===== src/rtl/fetch_ctrl.sv =====
// Y86-64 fetch controller: owns predicted PC, selects fetch PC and sequences
// RUN / RET_WAIT / HALT / FAULT with F/D/E stall and bubble controls.
module fetch_ctrl #(
    parameter logic [63:0] RESET_PC    = 64'd0,
    parameter int unsigned IMEM_BYTES  = 1024,
    parameter int unsigned RET_TIMEOUT = 7
) (
    input  logic        clk_i,
    input  logic        reset_i,
    output logic [63:0] pc_o,
    input  logic [3:0]  f_icode_i,
    input  logic [63:0] f_valC_i,
    input  logic [63:0] f_valP_i,
    input  logic        f_instr_valid_i,
    input  logic        f_imem_error_i,
    input  logic [3:0]  M_icode_i,
    input  logic        M_cnd_i,
    input  logic [63:0] M_valA_i,
    input  logic [3:0]  W_icode_i,
    input  logic [63:0] W_valM_i,
    input  logic        load_use_i,
    output logic [1:0]  f_stat_o,
    output logic        F_stall_o,
    output logic        D_stall_o,
    output logic        D_bubble_o,
    output logic        E_bubble_o,
    output logic [1:0]  state_o
);

    localparam int CW = (RET_TIMEOUT < 2) ? 1 : $clog2(RET_TIMEOUT + 1);

    localparam logic [1:0] STAT_AOK = 2'd0;
    localparam logic [1:0] STAT_HLT = 2'd1;
    localparam logic [1:0] STAT_ADR = 2'd2;
    localparam logic [1:0] STAT_INS = 2'd3;

    localparam logic [3:0] I_HALT = 4'd0;
    localparam logic [3:0] I_JXX  = 4'd7;
    localparam logic [3:0] I_CALL = 4'd8;
    localparam logic [3:0] I_RET  = 4'd9;

    typedef enum logic [1:0] {
        S_RUN      = 2'd0,
        S_RET_WAIT = 2'd1,
        S_HALT     = 2'd2,
        S_FAULT    = 2'd3
    } state_t;

    state_t          state_q, state_d;
    logic [63:0]     pred_q, pred_d;
    logic [1:0]      stat_q, stat_d;
    logic [CW-1:0]   cnt_q, cnt_d;

    logic            mispredict, ret_done, addr_fault, frozen;
    logic [63:0]     prediction;
    logic [64:0]     pc_end;

    assign mispredict = (M_icode_i == I_JXX) && !M_cnd_i;
    assign ret_done   = (W_icode_i == I_RET);
    assign frozen     = (state_q == S_HALT) || (state_q == S_FAULT);
    assign prediction = ((f_icode_i == I_JXX) || (f_icode_i == I_CALL)) ? f_valC_i : f_valP_i;

    always_comb begin
        if (reset_i)
            pc_o = RESET_PC;
        else if (mispredict)
            pc_o = M_valA_i;
        else if (ret_done && !frozen)
            pc_o = W_valM_i;
        else
            pc_o = pred_q;
    end

    // Widened so a PC near 2^64 cannot wrap past the range check.
    assign pc_end     = {1'b0, pc_o} + 65'd10;
    assign addr_fault = f_imem_error_i || (pc_end > 65'(IMEM_BYTES));

    always_comb begin
        state_d = state_q;
        pred_d  = pred_q;
        stat_d  = stat_q;
        cnt_d   = cnt_q;
        if (mispredict) begin
            state_d = S_RUN;
            pred_d  = prediction;
            stat_d  = STAT_AOK;
            cnt_d   = '0;
        end else begin
            case (state_q)
                S_RUN: begin
                    if (!load_use_i) begin
                        if (addr_fault) begin
                            state_d = S_FAULT;
                            stat_d  = STAT_ADR;
                            pred_d  = pc_o;
                        end else if (!f_instr_valid_i) begin
                            state_d = S_FAULT;
                            stat_d  = STAT_INS;
                            pred_d  = pc_o;
                        end else if (f_icode_i == I_HALT) begin
                            state_d = S_HALT;
                            stat_d  = STAT_HLT;
                            pred_d  = pc_o;
                        end else if (f_icode_i == I_RET) begin
                            state_d = S_RET_WAIT;
                            pred_d  = pc_o;
                            cnt_d   = '0;
                        end else begin
                            pred_d  = prediction;
                        end
                    end
                end
                S_RET_WAIT: begin
                    if (ret_done && !load_use_i) begin
                        state_d = S_RUN;
                        pred_d  = prediction;
                        cnt_d   = '0;
                    end else if (cnt_q == CW'(RET_TIMEOUT - 1)) begin
                        state_d = S_FAULT;
                        stat_d  = STAT_ADR;
                        cnt_d   = '0;
                    end else begin
                        cnt_d   = cnt_q + CW'(1);
                    end
                end
                default: ;
            endcase
        end
    end

    always_ff @(posedge clk_i) begin
        if (reset_i) begin
            state_q <= S_RUN;
            pred_q  <= RESET_PC;
            stat_q  <= STAT_AOK;
            cnt_q   <= '0;
        end else begin
            state_q <= state_d;
            pred_q  <= pred_d;
            stat_q  <= stat_d;
            cnt_q   <= cnt_d;
        end
    end

    // Priority: reset, mispredict, load-use (only while fetch is live), state.
    always_comb begin
        F_stall_o  = 1'b0;
        D_stall_o  = 1'b0;
        D_bubble_o = 1'b0;
        E_bubble_o = 1'b0;
        if (reset_i || mispredict) begin
            D_bubble_o = 1'b1;
            E_bubble_o = 1'b1;
        end else if (load_use_i && !frozen) begin
            F_stall_o  = 1'b1;
            D_stall_o  = 1'b1;
            E_bubble_o = 1'b1;
        end else if (frozen || (state_q == S_RET_WAIT && !ret_done)) begin
            F_stall_o  = 1'b1;
            D_bubble_o = 1'b1;
        end
    end

    assign f_stat_o = stat_q;
    assign state_o  = state_q;

endmodule


===== config.mk =====
export PLATFORM = sky130hd
export DESIGN_NAME = fetch_ctrl
export DESIGN_NICKNAME = d
export VERILOG_FILES = /design/src/rtl/fetch_ctrl.sv
export SDC_FILE = /design/constraint.sdc
export NUM_CORES = 1
export LEC_CHECK = 0
export ABC_CLOCK_PERIOD_IN_PS = 9850
export CELL_PAD_IN_SITES_DETAIL_PLACEMENT = 1
export CELL_PAD_IN_SITES_GLOBAL_PLACEMENT = 1
export CORE_MARGIN = 2
export CORE_UTILIZATION = 32
export CTS_CLUSTER_SIZE = 10
export DETAILED_ROUTE_END_ITERATION = 12
export PLACE_DENSITY = 0.94
export SETUP_SLACK_MARGIN = 0.5
export SLEW_MARGIN = 40
export SYNTH_ARGS = -nofsm -noshare
export SYNTH_HDL_FRONTEND = slang
export SYNTH_SLANG_ARGS = --single-unit

===== constraint.sdc =====
create_clock -name clk_i -period 9.85 [get_ports clk_i]
set_input_delay 2.4625 -clock clk_i [delete_from_list [all_inputs] [get_ports clk_i]]
set_output_delay 2.4625 -clock clk_i [all_outputs]
set_load 0.03 [all_outputs]

## Yosys cells after proc, flatten, opt, wreduce, memory -nomap -nowiden

Index checks and enable logic that the tools add are counted.

- Register bits: 71
- Bits in latches: 0
- Bits in writable memories: 0
- Memory bits (read-only): 0
- Word-level logic and storage cells: 94
- Memories kept: 0

- Add/subtract/negate cells: 2
- $mul: 0
- Div/mod/pow operators: 0
- Magnitude comparators: 1
- Equality and inequality tests: 21
- Shift operators: 0
- Mux-type cells: 43
- Bitwise logic cells: 0
- Reductions and logical operators: 23

Operators with widths:

| cell | count |
|---|---|
| $mux 64 | 11 |
| $pmux 64 s2 | 1 |
| $add 64x4->65 const B | 1 |
| $gt 65x11->1 const B | 1 |
| $mux 2 | 13 |
| $mux 3 | 7 |
| $ne 2x2->1 const B | 7 |
| $eq 4x4->1 const B | 3 |
| $ne 3x3->1 const B | 3 |
| $eq 4x3->1 const B | 2 |
| $mux 1 | 8 |
| $pmux 2 s2 | 2 |
| $pmux 3 s2 | 1 |
| $reduce_and 6->1 | 1 |
| $logic_and 1x1->1 | 5 |
| $logic_or 1x1->1 | 5 |
| $ne 5x5->1 const B | 1 |
| $reduce_and 5->1 | 1 |
| $eq 2x2->1 const B | 2 |
| $logic_not 1->1 | 4 |
| $logic_not 4->1 | 1 |
| $ne 4x4->1 const B | 1 |
| $reduce_and 4->1 | 1 |
| $add 3x1->3 const B | 1 |
| 7 further kinds | 7 |

## Longest topological paths before layout

Gate-level depths: netlist (run 1).

- Word-level depth: 14
- Depth in mapped cells: 22
- Gate-level depth less buffers: 17

## Least setup slack after synthesis (run 1)

No wires, ideal clock.

- Kind: input-to-reg
- Start: input port M_cnd_i
- End: register pred_q[10]
- Setup time: 80 ps
- Data arrival time: 8045 ps
- Data required time: 9770 ps
- Setup slack: 1725 ps
- Stages: 19
- Path buffers: 3
- Path through: and4bb_2 -> nand2_2 -> buf_2 -> buf_2 -> a311oi_1 -> ha_1 -> o211ai_1 -> and3_1 -> a31oi_1 -> nand4_1 -> or4_1 -> o41ai_2 -> o211ai_1 -> or4bb_1 -> or4_1 -> nor4_4 -> buf_2 -> o21ai_0 -> o211ai_1

- Word-level cells in the longest chain between the ends: 11

RTL lines:

| item | RTL line | RTL |
|---|---|---|
| start, declared | 17 | `input logic M_cnd_i,` |
| $logic_not 1->1 | 58 | `assign mispredict = (M_icode_i == I_JXX) && !M_cnd_i;` |
| $logic_and 1x1->1 | 58 |  |
| $mux 64 | 66 | `else if (mispredict)` |
| $mux 64 | 64 | `if (reset_i)` |
| via pc_o[2] | 10 | `output logic [63:0] pc_o,` |
| $add 64x4->65 | 75 | `assign pc_end = {1'b0, pc_o} + 65'd10;` |
| $gt 65x11->1 | 76 | `assign addr_fault = f_imem_error_i \|\| (pc_end > 65'(IMEM_BYTES));` |
| $logic_or 1x1->1 | 76 |  |
| $mux 64 | 92 | `if (addr_fault) begin` |
| $mux 64 | 91 | `if (!load_use_i) begin` |
| $pmux 64 s2 | 89 | `case (state_q)` |
| $mux 64 | 83 | `if (mispredict) begin` |
| end signal, assigned | 139 | `pred_q <= pred_d;` |
| end, declared | 50 | `logic [63:0] pred_q, pred_d;` |

The timed path passes the listed nets, and every way through them passes these cells. The select of a mux whose other input is x is not followed.
A chain may end at the register's enable or synchronous reset.

## Worst setup path after layout (run 1)

- Start: input port W_icode_i[0]
- End: register pred_q[12]

- Word-level cells in the longest chain between the ends: 12

RTL lines:

| item | RTL line | RTL |
|---|---|---|
| start, declared | 19 | `input logic [3:0] W_icode_i,` |
| $eq 4x4->1 (*) | 59 | `assign ret_done = (W_icode_i == I_RET);` |
| $logic_and 1x1->1 | 68 | `else if (ret_done && !frozen)` |
| $mux 64 | 68 |  |
| $mux 64 | 66 |  |
| $mux 64 | 64 |  |
| $add 64x4->65 / $mux 64 (equally long branches) | 75, 104 |  |
| $gt 65x11->1 / $mux 64 (equally long branches) | 76, 100 |  |
| $logic_or 1x1->1 / $mux 64 (equally long branches) | 76, 96 |  |
| $mux 64 | 92 |  |
| $mux 64 | 91 |  |
| $pmux 64 s2 | 89 |  |
| $mux 64 | 83 |  |

Every way passes the cells marked *; elsewhere a longest branch is shown, timed or not. The select of a mux whose other input is x is not followed.

==> impl_metrics.toml, run 1 <==
[run_status]
status = "finished, final reports clean"

[hold_path]
hp-start = "pred_q[1]$_SDFFE_PP0P_"
hold_class = "reg -> reg"
holdPathEnd = "pred_q[1]$_SDFFE_PP0P_"
min_path_cells = 2

[synth]
synthArstFlopShare_pct = 0
netlist_area_sq_mm = 0.00786
synth-edff-count = 0
ys_seq_area_share_pct = 18.1
ys_seq_elements = 71
syn_avg_cell_area_sq_um = 7.31
synth-main-ff-cell = "dfxtp_1"
synth_nets = 1350
ys_warn_count = 0
syn_inst = 1075
ys_types = 71

[setup_path]
rrSetupSlack_ns = 3.09
worstPathArrival_ns = 9.14
cp_top_family = "simple AND/OR/NAND/NOR gates"
ff2ff_path_depth = 20
crit_path_top_delay_cell = "or4_1"
crit_path_start_kind = "primary input"
cp_max_fo = 41
r2r-start = "state_o[1]$_SDFFE_PN0P_"
worstPathCellList = "clkdlybuf4s50_1, and4bb_4, buf_4, nand3_1, a311oi_2, nand4_1, or4_1, o41ai_2, o211ai_1, or4bb_1, or4_1, nor4_4, buf_4, nor2_4, buf_4, o21ai_1"
worstPathRequired_ns = 10.12
cp_num_buf_inv = 4
timing.rr.end = "pred_q[12]$_SDFFE_PP0P_"
worstSetupPathType = "in -> reg"
slowest_delay_ns = 0.76
cp-end-kind = "flop"
crit_top_cell = "buf_4"

[sta]
finalMaxSlewViolations = 0
worstMarginPinSlew_ns = 0.890
fin_worst_skew_ns = 0.0103
hold_violations = 0
fin_ws_ns = 0.979
finalCritPeriodShare_pct = 90.1
fin_crit_ns = 8.87
final.setup.tns_ns = 0
relSlewSlack_pct = 40.7
rsz0062_at_grt = "false"
max_freq_mhz = 113
setup_viol = 0

[finish]
utilization_pct = 50.1
nets = 1664
final_cell_area_sq_mm = 0.0121
drive_above_1_share_pct = 9.76
final_cell_mix = "344 x clkdlybuf4s50_1, 89 x nand3_1, 87 x nor3_1"
regArea_sq_mm = 0.00142
antenna_cells = 0
mostFrequentLayoutCell = "clkdlybuf4s50_1"
multi_input_area_sq_mm = 0.00602
area_growth_pct = 54.1
fillers = 2938

[clock_network]
clock-root-buffer = "clkbuf_16"
htreeDepth = 3
path_clk_slew_ns = 0.07
cts_setup_buffers = 0
clock_latency_ns = 0.35
cts.hold.buffers_added = 0
clk_path_buf_depth = 2
numCtsBuffers = 9
cts_tree = "done"
cts.sinks = 71
cts_resized = 0

[power_and_ir_drop]
fin_total_pwr_w = 0.00112
pwr_density_cell_mw_per_mm2 = 92.5
ir_worst_vdd_v = 0.0000649
leakage_nw = 4.15

[floorplanning]
num_rows = 57
initial_utilization_pct = 32.5
dieArea_sq_mm = 0.0258
io_pins = 346
die_h_um = 161
coreArea_sq_mm = 0.0242
dieWidth_um = 161

[job]
max-cap-violations = 0

[placement]
io_buffer_count = 345
placed_area_sq_mm = 0.0118
place_hpwl_um = 34600
pre_cts_slack_ns = 0.706
place_congestion = 1.02

[routing]
drt_iter0_markers = 866
drcViolationCount = 0
wirelength_um = 45200
vias = 11182
drt_first_pass_iters = 5
routedWlPerCell_um = 26.3
postRouteAntennaNets = 0
vias_per_cell = 6.51

[global_route]
grt.overflow.total = 0
grt_pass1_vias = 11725
grt_max_degree = 73
grt_use_total_pct = 34.1
grt_pass1_wl_um = 69800
antenna_found_initial = 0
## stage by stage
step | hold slack (ns) | std cells
after floorplan | 0.436 | 1075
after global placement | 0.451 | 1700
after detailed placement | 0.468 | 1702
after CTS | 0.488 | 1717
after global routing | 0.519 | 1717
final | 0.490 | 1717
## state kept, by name, indices dropped and copies added (netlist names)
signal / cells
cnt_q: 3
f_stat_o: 2
pred_q: 64
state_o: 2
## where the power goes
part           internal (W)  switching, W
Sequential         0.000305     0.0000120
Combinational      0.000201      0.000233
Clock              0.000228      0.000141
Total              0.000734      0.000386
## worst min-delay path, stage by stage (launching register included)
cell      delay, ns
dfxtp_1        0.33
nand2_1        0.05
o211ai_1       0.07
## cells in the mapped netlist (all sizes together) (16+ instances only)
master,instances,area (sq um)
nand3,90,455
nand2,64,243
clkbuf,45,169
dfxtp,71,1420
nor3,88,452
a311oi,45,519
a22oi,54,405
o211ai,20,150
and3,16,100
mux2i,60,601
o21ai,138,691
nor4,36,259
nor2,41,156
buf,48,292
nand4,44,275
## worst max path at each step
stage                      start                      end  cells past startpoint
floorplan                M_cnd_i  pred_q[10]$_SDFFE_PP0P_                     19
global placement    W_icode_i[0]  pred_q[46]$_SDFFE_PP0P_                     16
detailed placement  W_icode_i[0]  pred_q[31]$_SDFFE_PP0P_                     16
CTS                 W_icode_i[0]  pred_q[31]$_SDFFE_PP0P_                     16
global route        W_icode_i[0]  pred_q[19]$_SDFFE_PP0P_                     16
finish              W_icode_i[0]  pred_q[12]$_SDFFE_PP0P_                     16
## per-layer routing
metal  wire length (um)  up-vias  global-route usage, %
li1                   -     4888                      -
met1              17800     5482                   42.1
met2              21600      686                   57.9
met3               4030      126                   6.90
met4               1840        0                   14.0
met5                  0        -                      0
## area by class of cell
type / instances / share of cell area (%)
Sequential cell: 71 / 11.8
Tap cell: 324 / 3.35
Inverter: 20 / 0.620
Multi-Input combinational cell: 891 / 49.7
Clock inverter: 5 / 0.672
Timing Repair Buffer: 396 / 31.9
Clock buffer: 10 / 1.97
## cell families after synthesis
group / share of synthesized area [%]
simple gates: 32.4
compound gates: 30.5
buf+inv: 6.82
mux: 9.79
flops: 18.1
xor+xnor: 2.23
fa+ha+maj: 0.159
(Power assumes the default switching activity.)
==> run 2: changes to the inputs <==
--- a/config.mk
+++ b/config.mk
@@ -8,7 +8,7 @@
 export ABC_CLOCK_PERIOD_IN_PS = 9850
 export CELL_PAD_IN_SITES_DETAIL_PLACEMENT = 1
 export CELL_PAD_IN_SITES_GLOBAL_PLACEMENT = 1
-export CORE_MARGIN = 2
+export CORE_MARGIN = 8
 export CORE_UTILIZATION = 32
 export CTS_CLUSTER_SIZE = 10
 export DETAILED_ROUTE_END_ITERATION = 12
==> impl_metrics.toml, run 2 (synthesis gave the netlist of run 1 again) <==
[run_status]
status = "finished, final reports clean"

[setup_path]
worstPathCellList = "clkdlybuf4s50_1, and4bb_4, nand3_1, a311oi_1, ha_1, o211ai_1, and3_1, a31oi_1, nand4_1, or4_1, o41ai_2, o211ai_1, or4bb_1, or4_1, nor4_4, buf_4, nor2_4, buf_4, o21ai_1"
crit_path_start_kind = "primary input"
rrSetupSlack_ns = 2.95
cp-end-kind = "flop"
crit_path_start = "W_icode_i[0]"
r2r-start = "state_o[1]$_SDFFE_PN0P_"
cp_num_buf_inv = 3
ff2ff_path_depth = 19
worstPathRequired_ns = 10.12
crit_path_top_delay_cell = "a311oi_1"
timing.rr.end = "pred_q[48]$_SDFFE_PP0P_"
worstSetupPathType = "in -> reg"
worst-path-stages = 19
setup.worst_path.end = "pred_q[48]$_SDFFE_PP0P_"
cp_max_fo = 37
worstPathArrival_ns = 9.19
slowest_delay_ns = 0.76
cp_top_family = "simple AND/OR/NAND/NOR gates"

[power_and_ir_drop]
pwr_density_cell_mw_per_mm2 = 89.3
comb_power_share_pct = 40.2
share_clk_of_total_power_pct = 30.3
leakage_nw = 4.10
ir_worst_vdd_v = 0.0000707
p_seq_share_pct = 29.5
intPower_w = 0.000676
fin_total_pwr_w = 0.00107
p_sw_w = 0.000397
power.share.switching_pct = 37.0

[floorplanning]
coreArea_sq_mm = 0.0242
io_pins = 346
dieWidth_um = 173
die_h_um = 173
dieArea_sq_mm = 0.0298
initial_utilization_pct = 32.4
num_rows = 57

[sta]
rsz0062_at_grt = "false"
max_freq_mhz = 112
hold_violations = 0
finalMaxSlewViolations = 0
fin_worst_skew_ns = 0.00999
finalCritPeriodShare_pct = 90.5
fin_crit_ns = 8.91
fin_ws_ns = 0.938
worstMarginPinSlew_ns = 0.852
relSlewSlack_pct = 42.8
final.setup.tns_ns = 0
setup_viol = 0

[routing]
vias = 11078
drt_first_pass_iters = 5
drt_iter0_markers = 1151
vias_per_cell = 6.46
wirelength_um = 47000
postRouteAntennaNets = 0
drcViolationCount = 0
routedWlPerCell_um = 27.4

[placement]
pre_cts_slack_ns = 0.774
place_hpwl_um = 36200
place_congestion = 0.972
io_buffer_count = 345

[finish]
reg_top3 = "pred_q: 64 flops, cnt_q: 3 flops"
antenna_cells = 0
regMostFlops = "pred_q"
fillers = 2970
drive_above_1_share_pct = 9.42
nets = 1660
mostFrequentLayoutCell = "clkdlybuf4s50_1"
multi_input_area_sq_mm = 0.00601
regArea_sq_mm = 0.00142
largest_reg_flops = 64
final_cell_mix = "344 x clkdlybuf4s50_1, 89 x nand3_1, 87 x nor3_1"
area_growth_pct = 53.0

[clock_network]
cts_setup_buffers = 0
clk_path_buf_depth = 2
htreeDepth = 3
cts.hold.buffers_added = 0
clock_latency_ns = 0.35
path_clk_slew_ns = 0.07
cts_resized = 0
cts_tree = "done"
clock-root-buffer = "clkbuf_16"
numCtsBuffers = 9
cts.sinks = 71

[job]
max-cap-violations = 0

[global_route]
grt_use_total_pct = 30.0
antenna_found_initial = 0
grt.overflow.total = 0
grt_pass1_wl_um = 72200
grt_pass1_vias = 11689
grt_max_degree = 72

[hold_path]
hold_class = "reg -> reg"
==> run 2: cell count changes in the layout (fill, tap and decap cells not counted), sizes merged <==
cell | before | now
buf | 52 | 48
clkinv | 5 | 9
clkinvlp | 1 | 0
bufinv | 2 | 0
==> run 2: layout make-up <==
cell class	count	area share (%)
inverters	20	0.625
well taps	324	3.37
repair buffers	392	31.9
clock buffers	10	1.90
multi-input cells	891	50.0
clock inverters	6	0.375
flip-flops and latches	71	11.8
==> run 2: how the worst min path moves through the flow <==
stage                                 start  cells past startpoint                       to  slack (ns)
CTS                  pred_q[1]$_SDFFE_PP0P_                      2   pred_q[1]$_SDFFE_PP0P_        0.47
detailed placement   pred_q[1]$_SDFFE_PP0P_                      2   pred_q[1]$_SDFFE_PP0P_        0.46
floorplan           pred_q[10]$_SDFFE_PP0P_                      2  pred_q[10]$_SDFFE_PP0P_        0.44
global route         pred_q[1]$_SDFFE_PP0P_                      2   pred_q[1]$_SDFFE_PP0P_        0.51
finish               pred_q[1]$_SDFFE_PP0P_                      2   pred_q[1]$_SDFFE_PP0P_        0.48
global placement     pred_q[8]$_SDFFE_PP0P_                      2   pred_q[8]$_SDFFE_PP0P_        0.45
==> run 2: metrics by stage <==
step	hold WS (ns)	std cells	area (sq um)	utilization, %
after global placement	0.445	1698	11700	48.3
after CTS	0.475	1714	12000	49.5
after detailed placement	0.458	1698	11700	48.4
after floorplan	0.436	1075	7860	-
after global routing	0.510	1714	12000	49.6
final	0.476	1714	12000	49.6
==> run 2: power groups by stage <==
stage / registers [W] / clock network (W) / logic (W)
finish: 0.000316 / 0.000325 / 0.000432
global route: 0.000318 / 0.000337 / 0.000452
CTS: 0.000315 / 0.000328 / 0.000427
detailed placement: 0.000322 / 0 / 0.000424
global placement: 0.000320 / 0 / 0.000414
floorplan: 0.000320 / 0 / 0.000198
==> run 2: per-layer routing <==
| metal | wire [um] | up-vias | GRT usage (%) |
|---|---|---|---|
| met5 | 0 | - | 0 |
| met4 | 1390 | 0 | 9.49 |
| met3 | 3420 | 100 | 4.94 |
| met2 | 23000 | 650 | 52.4 |
| met1 | 19100 | 5437 | 37.2 |
| li1 | - | 4891 | - |
==> run 2: tightest hold or removal path, stage by stage (launching register included) <==
cell and delay (ns):
dfxtp_1 0.33, nand2_1 0.05, o211ai_1 0.07
